==> config.mk <==
export PLATFORM = sky130hd
export DESIGN_NAME = io_window_decoder
export DESIGN_NICKNAME = d
export VERILOG_FILES = /design/src/rtl/io_dec_pkg.sv /design/src/rtl/io_cycle_timer.sv /design/src/rtl/io_window_decoder.sv
export SDC_FILE = /design/constraint.sdc
export NUM_CORES = 1
export LEC_CHECK = 0
export BUFFER_PORTS_ARGS = -buffer_cell sky130_fd_sc_hd__buf_4
export CORE_MARGIN = 3
export CORE_UTILIZATION = 45
export CTS_CLUSTER_DIAMETER = 150
export DETAILED_ROUTE_END_ITERATION = 12
export GPL_TIMING_DRIVEN = 0
export MAX_ROUTING_LAYER = met4
export PLACE_DENSITY = 0.72
export SLEW_MARGIN = 20
export SYNTH_ARGS = -nofsm -noshare
export SYNTH_HDL_FRONTEND = slang
export SYNTH_HIERARCHICAL = 1
export SYNTH_SLANG_ARGS = --single-unit
==> constraint.sdc <==
create_clock -name sys_clk -period 7.85 [get_ports sys_clk]
set_input_delay 1.1775 -clock sys_clk [delete_from_list [all_inputs] [get_ports sys_clk]]
set_output_delay 1.1775 -clock sys_clk [all_outputs]
set_load 0.01 [all_outputs]
==> src/rtl/io_dec_pkg.sv <==
// Shared types, default widths and decode helpers for the I/O window decoder.
package io_dec_pkg;

  localparam int DEF_ADDR_W      = 16;
  localparam int DEF_WIN_BITS    = 8;
  localparam int DEF_NREG        = 64;
  localparam int DEF_WAIT_STATES = 1;
  localparam int DEF_TIMEOUT     = 15;
  localparam int CNT_W           = 8;
  localparam int MAX_ADDR_W      = 32;
  localparam int MAX_REG         = 256;

  typedef enum logic [2:0] {
    ST_IDLE   = 3'd0,
    ST_WAIT   = 3'd1,
    ST_STROBE = 3'd2,
    ST_ACK    = 3'd3,
    ST_EXT    = 3'd4
  } io_state_t;

  function automatic logic in_window(input logic [MAX_ADDR_W-1:0] addr,
                                     input logic [MAX_ADDR_W-1:0] base,
                                     input int unsigned win_bits);
    return (addr >> win_bits) == (base >> win_bits);
  endfunction

  // Register exists only when it is below NREG and its mask bit is set.
  function automatic logic impl(input int unsigned idx,
                                input logic [MAX_REG-1:0] mask,
                                input int unsigned nreg);
    logic [MAX_REG-1:0] sh;
    sh = mask >> idx;
    return (idx < nreg) && sh[0];
  endfunction

endpackage

==> src/rtl/io_cycle_timer.sv <==
// 8-bit saturating cycle counter with terminal-count compare against a runtime limit.
module io_cycle_timer
  import io_dec_pkg::*;
(
  input  logic             sys_clk,
  input  logic             reset,
  input  logic             clr,
  input  logic             en,
  input  logic [CNT_W-1:0] limit,
  output logic             tc
);

  logic [CNT_W-1:0] count;

  always_ff @(posedge sys_clk or posedge reset) begin
    if (reset) begin
      count <= '0;
    end else if (clr) begin
      count <= '0;
    end else if (en && (count != '1)) begin
      count <= count + CNT_W'(1);
    end
  end

  assign tc = (count == limit);

endmodule

==> src/rtl/io_window_decoder.sv <==
// Clocked I/O window decoder: claims in-window bus cycles, inserts wait states,
// issues one-hot register strobes and times out foreign cycles.
//
// state  | meaning
// IDLE   | waiting for req; decode happens here
// WAIT   | counting programmed wait states
// STROBE | single-cycle register strobe or float request
// ACK    | ack held until the master drops req
// EXT    | foreign cycle; wait for ext_ack or time out
module io_window_decoder
  import io_dec_pkg::*;
#(
  parameter int                ADDR_W      = DEF_ADDR_W,
  parameter int                WIN_BITS    = DEF_WIN_BITS,
  parameter logic [ADDR_W-1:0] BASE        = '0,
  parameter int                NREG        = DEF_NREG,
  parameter logic [NREG-1:0]   IMPL_MASK   = '1,
  parameter int                WAIT_STATES = DEF_WAIT_STATES,
  parameter int                TIMEOUT     = DEF_TIMEOUT
) (
  input  logic              sys_clk,
  input  logic              reset,
  input  logic              req,
  input  logic [ADDR_W-1:0] addr,
  input  logic              rd,
  input  logic [1:0]        be,
  input  logic              ext_ack,
  output logic              hit,
  output logic [NREG-1:0]   rd_strobe,
  output logic [NREG-1:0]   wr_strobe,
  output logic [1:0]        wr_be,
  output logic              float_en,
  output logic              ack,
  output logic              err
);

  localparam int               IDX_W    = WIN_BITS - 1;
  localparam logic [CNT_W-1:0] WAIT_LIM = CNT_W'((WAIT_STATES > 0) ? WAIT_STATES - 1 : 0);
  localparam logic [CNT_W-1:0] TO_LIM   = CNT_W'(TIMEOUT - 1);
  localparam logic [MAX_REG-1:0] MASK_EXT = MAX_REG'(IMPL_MASK);
  localparam logic [NREG-1:0]  ONE      = NREG'(1);

  io_state_t        state;
  logic [IDX_W-1:0] idx_q;
  logic             rd_q;
  logic [1:0]       be_q;

  logic             win_hit;
  logic             tmr_clr, tmr_en, tmr_tc;
  logic [CNT_W-1:0] tmr_limit;

  logic [IDX_W-1:0] sel_idx;
  logic             sel_rd, sel_impl, fire;
  logic [1:0]       sel_be;
  logic [NREG-1:0]  sel_vec;

  assign win_hit = in_window(MAX_ADDR_W'(addr), MAX_ADDR_W'(BASE), WIN_BITS);

  // With zero wait states the strobe is fired straight from the live bus.
  always_comb begin
    if (state == ST_IDLE) begin
      sel_idx = addr[WIN_BITS-1:1];
      sel_rd  = rd;
      sel_be  = be;
    end else begin
      sel_idx = idx_q;
      sel_rd  = rd_q;
      sel_be  = be_q;
    end
    sel_impl = impl(32'(sel_idx), MASK_EXT, NREG);
    sel_vec  = sel_impl ? (ONE << sel_idx) : '0;
    fire     = ((state == ST_IDLE) && req && win_hit && (WAIT_STATES == 0)) ||
               ((state == ST_WAIT) && req && tmr_tc);
  end

  assign tmr_clr   = (state == ST_IDLE);
  assign tmr_en    = (state == ST_WAIT) || (state == ST_EXT);
  assign tmr_limit = (state == ST_EXT) ? TO_LIM : WAIT_LIM;

  io_cycle_timer u_timer (
    .sys_clk (sys_clk),
    .reset   (reset),
    .clr     (tmr_clr),
    .en      (tmr_en),
    .limit   (tmr_limit),
    .tc      (tmr_tc)
  );

  always_ff @(posedge sys_clk or posedge reset) begin
    if (reset) begin
      state     <= ST_IDLE;
      idx_q     <= '0;
      rd_q      <= 1'b0;
      be_q      <= 2'b00;
      hit       <= 1'b0;
      rd_strobe <= '0;
      wr_strobe <= '0;
      wr_be     <= 2'b00;
      float_en  <= 1'b0;
      ack       <= 1'b0;
      err       <= 1'b0;
    end else begin
      rd_strobe <= (fire && sel_rd) ? sel_vec : '0;
      wr_strobe <= (fire && !sel_rd) ? sel_vec : '0;
      wr_be     <= (fire && !sel_rd && sel_impl) ? sel_be : 2'b00;
      float_en  <= fire && sel_rd && !sel_impl;
      err       <= 1'b0;
      case (state)
        ST_IDLE: begin
          if (req) begin
            if (win_hit) begin
              idx_q <= addr[WIN_BITS-1:1];
              rd_q  <= rd;
              be_q  <= be;
              hit   <= 1'b1;
              state <= (WAIT_STATES == 0) ? ST_STROBE : ST_WAIT;
            end else begin
              state <= ST_EXT;
            end
          end
        end
        ST_WAIT: begin
          if (!req) begin
            state <= ST_IDLE;
            hit   <= 1'b0;
          end else if (tmr_tc) begin
            state <= ST_STROBE;
          end
        end
        ST_STROBE: begin
          if (req) begin
            state <= ST_ACK;
            ack   <= 1'b1;
          end else begin
            state <= ST_IDLE;
            hit   <= 1'b0;
          end
        end
        ST_ACK: begin
          if (!req) begin
            state <= ST_IDLE;
            ack   <= 1'b0;
            hit   <= 1'b0;
          end
        end
        ST_EXT: begin
          // ext_ack wins over a simultaneous timeout
          if (!req || ext_ack) begin
            state <= ST_IDLE;
          end else if (tmr_tc) begin
            state <= ST_ACK;
            ack   <= 1'b1;
            err   <= 1'b1;
          end
        end
        default: begin
          state <= ST_IDLE;
          hit   <= 1'b0;
          ack   <= 1'b0;
        end
      endcase
    end
  end

endmodule

; ---- Yosys cells after proc, flatten, opt, wreduce, memory -nomap -nowiden
; Cells that the tools add are included.
[classes]
add_sub_neg = 1
n_lt_le_gt_ge = 1
eq_ne = 15
shifts = 2
muxes = 30
n_bitwise = 2
reduce_logical = 22
[op_table]
columns = operator, count
row1 = $mux 64, 3
row2 = $shl 1x7->64 const A, 1
row3 = $shr 64x7->1 const A, 1
row4 = $logic_not 32->1, 1
row5 = $mux 3, 7
row6 = $mux 8, 2
row7 = $pmux 3 s5, 1
row8 = $ne 2x2->1 const B, 7
row9 = $mux 1, 10
row10 = $add 8x1->8 const B, 1
row11 = $eq 8x4->1, 1
row12 = $logic_and 1x1->1, 8
row13 = $ne 8x8->1 const B, 1
row14 = $reduce_and 4->1, 2
row15 = $lt 7x7->1 const B, 1
row16 = $mux 7, 1
row17 = $eq 3x2->1 const B, 2
row18 = $mux 2, 3
row19 = $reduce_and 5->1, 1
row20 = $mux 4, 1
row21 = $pmux 1 s4, 1
row22 = $eq 3x1->1 const B, 1
row23 = $eq 3x3->1 const B, 1
row24 = $logic_not 1->1, 3
row25 = 10 further kinds, 12
[totals]
ff_bits = 155
in_bits = 23
out_inout_bits = 134
wordCells = 85

; ---- Logic depth before layout (Yosys ltp)
[logic_depth]
depth_word = 7
depth_mapped = 12

; ---- Hierarchy
; The synthesis kept the hierarchy.
[modules_own_cells]
columns = mod, n_inst, cells_each, area_each_um2, seq_area_each_um2
row1 = io_window_decoder, 1, 431, 5330.1, 3678.5
row2 = io_cycle_timer, 1, 55, 525.5, 200.2

; ---- Worst setup path before layout
; OpenSTA, ideal clock, no wires.
[synth_path]
kind = register to register
startpoint = register state[1]
endpoint = register rd_strobe[62]
t_arrival_ns = 2.512
required_ns = 7.764
slack_ns = 5.252
stages_incl_launch_ff = 13
path_buffers = 3
path_cell_list = dfrtp_1 clkbuf_1 nor2_1 and2_1 xnor2_1 nand4_1 nor2_1 nand4b_1 nand2b_1 clkbuf_1 a21o_1 clkbuf_1 nor3_1
[synth_between]
elab_chain_cells = 6
word_cells_on_any_way = 16
[synth_lines]
columns = element, line_no
row1 = "start, declared", io_window_decoder.sv:43  ; io_state_t state;
row2 = "start signal, assigned", io_window_decoder.sv:116  ; state <= (WAIT_STATES == 0) ? ST_STROBE : ST_WAIT;
row3 = $eq 3x3->1, io_window_decoder.sv:78  ; assign tmr_limit = (state == ST_EXT) ? TO_LIM : WAIT_LIM;
row4 = $mux 4, io_window_decoder.sv:78
row5 = net tmr_limit[1], io_window_decoder.sv:50  ; logic [CNT_W-1:0] tmr_limit;
row6 = $eq 8x4->1, io_cycle_timer.sv:25  ; assign tc = (count == limit);
row7 = net tmr_tc, io_window_decoder.sv:49  ; logic tmr_clr, tmr_en, tmr_tc;
row8 = $logic_and 1x1->1, io_window_decoder.sv:73  ; ((state == ST_WAIT) && req && tmr_tc);
row9 = $logic_and 1x1->1, io_window_decoder.sv:103  ; rd_strobe <= (fire && sel_rd) ? sel_vec : '0;
row10 = $mux 64, io_window_decoder.sv:103
row11 = "end signal, assigned", io_window_decoder.sv:103
row12 = "end, declared", io_window_decoder.sv:29  ; output logic [NREG-1:0] rd_strobe,
; The timed path passes the listed nets, and every way through them passes these cells.
; A chain may end at the register's enable or synchronous reset.

; ---- Worst setup path in the final report
[layout_path]
startpoint = register state[0]
endpoint = register wr_strobe[20]
[layout_between]
elab_chain_cells = 6
word_cells_on_any_way = 17
[layout_lines]
columns = element, line_no
row1 = $eq 3x3->1, io_window_decoder.sv:78
row2 = $mux 4, io_window_decoder.sv:78
row3 = net tmr_limit[1], io_window_decoder.sv:50
row4 = $eq 8x4->1, io_cycle_timer.sv:25
row5 = net tmr_tc, io_window_decoder.sv:49
row6 = $logic_and 1x1->1, io_window_decoder.sv:73
row7 = $logic_and 1x1->1, io_window_decoder.sv:104  ; wr_strobe <= (fire && !sel_rd) ? sel_vec : '0;
row8 = $mux 64, io_window_decoder.sv:104
row9 = "end signal, assigned", io_window_decoder.sv:104
row10 = "end, declared", io_window_decoder.sv:30  ; output logic [NREG-1:0] wr_strobe,
; The timed path passes the listed nets, and every way through them passes these cells.

==> key figures <==
Placement
  • Post-DP HPWL: between 10000 and 15000 µm
  • Placer Congestion: ~0.84
  • Buffers on Ports: approximately 150

STA
  • RSZ-0062 raised after global routing: false
  • Final worst path period need: ~3.6 ns
  • Max frequency: between 200 and 300 MHz
  • Clk_skew: approximately 0.011 ns
  • Actual slew at the worst max-slew pin: approximately 1.0 ns
  • Slew headroom: 0.312
  • Setup-failing EPs final: 0
  • Hold_ws: roughly 0.50 ns
  • Period utilisation layout: 0.465
  • Setup_tns: 0 ns
  • Final Max Slew Viols: 0
  • Final count of hold timing violations: 0

Pwr
  • Worst ir drop on vdd: between 100 and 150 µV
  • Power Density: around 230 nW/µm²
  • P_leak: about 0.0039 µW

Global routing
  • Vias in the first global route: between 4000 and 5000
  • GRT Total Usage: 0.220
  • Grt total ovfl: 0
  • Antenna violations before repair: 0
  • First-pass GRT wire length: ~24000 µm
  • Largest net degree at the start of global routing: 107

Route
  • Detailed-route DRC error count: 0
  • Final wirelength: 14700 µm
  • Wire length per cell: 17.3 µm
  • First-pass DRT Iterations: 4
  • Post-route ant nets: 0
  • DR vias/cell: 5.12
  • DRT iter0 DRCs: ~350
  • DR vias: 4346

Clock tree
  • Clock Latency Late Sink: roughly 0.42 ns
  • Clock Tree Root: clkbuf_16
  • Post-CTS Hold Buffers: 0
  • Clock sinks: 155
  • CTS tree: built
  • CTS resizes: 0
  • # Post-CTS Setup Buffers: 0
  • Clock edge transition at the registers on the reported setup and hold paths: 0.06 ns
  • CTS buffer count: 17
  • Max Root-Sink Buffers: 2
  • H-tree depth: 4

Die
  • Num ports: 157
  • Die footprint: 14400 µm²
  • Die Y: about 120 µm
  • Die X-Extent: around 120 µm
  • Rows: 41
  • Core box area: 12700 µm²
  • Initial Utilization: 0.462

Setup path
  • CP Data Required Time: 8.18 ns
  • CP Data Arrival Time: about 4.0 ns
  • Crit. End Element: register
  • Critical path fanouts, max: 10
  • Startpoint class of the critical path: register
  • Kind of critical path: register to register

Logic synthesis
  • Ys async rst share: 1.00
  • Sequential share of the synthesized area: 0.662
  • Syn Inst Count: roughly 490
  • EDFF count, synth: 0
  • Avg Cell Area, Syn: 12.0 µm²
  • Top FF cell, synth: dfrtp_1
  • Synthesized area: between 5000 and 6000 µm²
  • Yosys Warn Count: 6
  • Cell variety after synth: 62
  • #FFs+latches synth: ~160

Layout
  • Fill count: 961
  • Final nets: between 600 and 700
  • Core Util, Final: 0.628
  • Ant diodes: 0
  • Area grow syn2layout: 35.9%
  • Layout cells sized above 1: 0.352

Flow run
  • Max-cap viol count: 0

Hold path
  • Hold Path Class: register to register

Outcome
  • Status: completed
==> layout make-up <==
class,count,area (µm²),share of cell area
clock inverters,10,185,0.0233
flip-flops and latches,155,3880,0.487
well taps,172,215,0.0270
clock buffers,22,494,0.0621
inverters,10,45.0,0.00566
multi-input cells,300,1780,0.224
repair buffers,155,1180,0.149
plain buffers,25,171,0.0215
==> registers in the layout, summed over array words and instances, names as in the netlist <==
| name | count |
|---|---|
| idx_q | 7 |
| wr_be | 2 |
| be_q | 2 |
| rd_strobe | 64 |
| err | 1 |
| rd_q | 1 |
| hit | 1 |
| float_en | 1 |
| u_timer/count | 8 |
| state | 3 |
| wr_strobe | 64 |
| ack | 1 |
==> synth_stat cells, types with 2 or more instances <==
cell | count | share of area
buf_2 | 7 | 0.0060
nor4_1 | 5 | 0.0053
nor4b_1 | 3 | 0.0045
and2_1 | 3 | 0.0032
nand2_2 | 4 | 0.0043
and3_1 | 4 | 0.0043
buf_4 | 2 | 0.0026
nand3_1 | 8 | 0.0068
nor3b_1 | 8 | 0.010
o31a_1 | 2 | 0.0030
nand2_1 | 17 | 0.011
xnor2_1 | 9 | 0.013
inv_1 | 9 | 0.0058
dfrtp_1 | 155 | 0.66
nand2b_1 | 10 | 0.011
buf_6 | 8 | 0.015
a32oi_1 | 2 | 0.0030
a21oi_1 | 10 | 0.0085
o21ai_0 | 9 | 0.0077
o31ai_1 | 2 | 0.0026
nor3_2 | 2 | 0.0034
nor2_1 | 91 | 0.058
nor2b_1 | 3 | 0.0032
clkbuf_1 | 7 | 0.0045
o32ai_1 | 2 | 0.0030
nand3b_1 | 2 | 0.0026
a211oi_1 | 2 | 0.0026
mux2i_1 | 4 | 0.0068
a31oi_1 | 2 | 0.0021
nand4_1 | 3 | 0.0032
nor3_1 | 48 | 0.041
mux2i_2 | 3 | 0.0071
mux2_2 | 10 | 0.019
nand4b_1 | 2 | 0.0030
==> kinds of logic after synthesis <==
family / count (synthesis) / synth area share
AO/OA/AOI/OAI: 42 / 0.0517
XOR/XNOR: 9 / 0.0135
adder cells (fa/ha/maj): 1 / 0.00214
buffers and inverters: 35 / 0.0357
flip-flops: 155 / 0.662
multiplexers: 19 / 0.0376
other: 1 / 0.000640
AND/OR/NAND/NOR: 224 / 0.196
==> routing by layer <==
metal | up-vias | share of wire | track usage
met2 | 142 | 0.52 | 0.369
met5 | - | 0 | -
met1 | 2175 | 0.41 | 0.270
li1 | 2011 | - | -
met4 | 0 | 0.011 | 0.0565
met3 | 18 | 0.056 | 0.0542
==> where the power goes <==
group          switching, µW  internal [µW]  total (µW)
Sequential              7.16            805         812
Clock                    309            607         916
Combinational           79.1           45.9         125
Total                    395           1460        1850
==> critical path, cell delays in order (launching register included) <==
cell	delay, ns
dfrtp_1	0.43
clkbuf_1	0.25
nor2_1	0.30
and2_1	0.31
xnor2_1	0.15
nand4_1	0.10
nor2_1	0.34
nand4b_1	0.24
nor4b_1	0.88
nand2_1	0.34
nor2_1	0.20
==> metrics by stage <==
stage	area [µm²]	cells	total power, µW	setup slack [ns]
after global routing	7960	849	1910	3.86
after CTS	7960	849	1870	4.20
after detailed placement	7280	817	952	4.26
after floorplan	5870	490	910	2.72
after global placement	7240	816	946	1.47
final	7960	849	1850	4.20
==> final timing paths <==
check                         start             to  slack [ns]  cells after the start
setup / recovery           state[0]  wr_strobe[20]        4.20                     10
hold / removal              be_q[1]        be_q[1]        0.50                      1
setup reg to reg           state[0]  wr_strobe[20]        4.20                     10
hold reg to reg             be_q[1]        be_q[1]        0.50                      1
max in group asynchronous     reset   wr_strobe[6]        6.33                      3
min in group asynchronous     reset            err        0.73                      2
==> placed cells by master, fill, tap and decap left out, types with 9 or more instances in the layout <==
| master | n |
|---|---|
| nand2_1 | 17 |
| nor3_1 | 48 |
| xnor2_1 | 9 |
| clkbuf_16 | 17 |
| a21oi_1 | 10 |
| mux2_2 | 10 |
| nor2_1 | 91 |
| o21ai_0 | 9 |
| dfrtp_1 | 155 |
| buf_4 | 156 |
| nand2b_1 | 10 |
No activity file was read; power rests on OpenSTA's default activity.
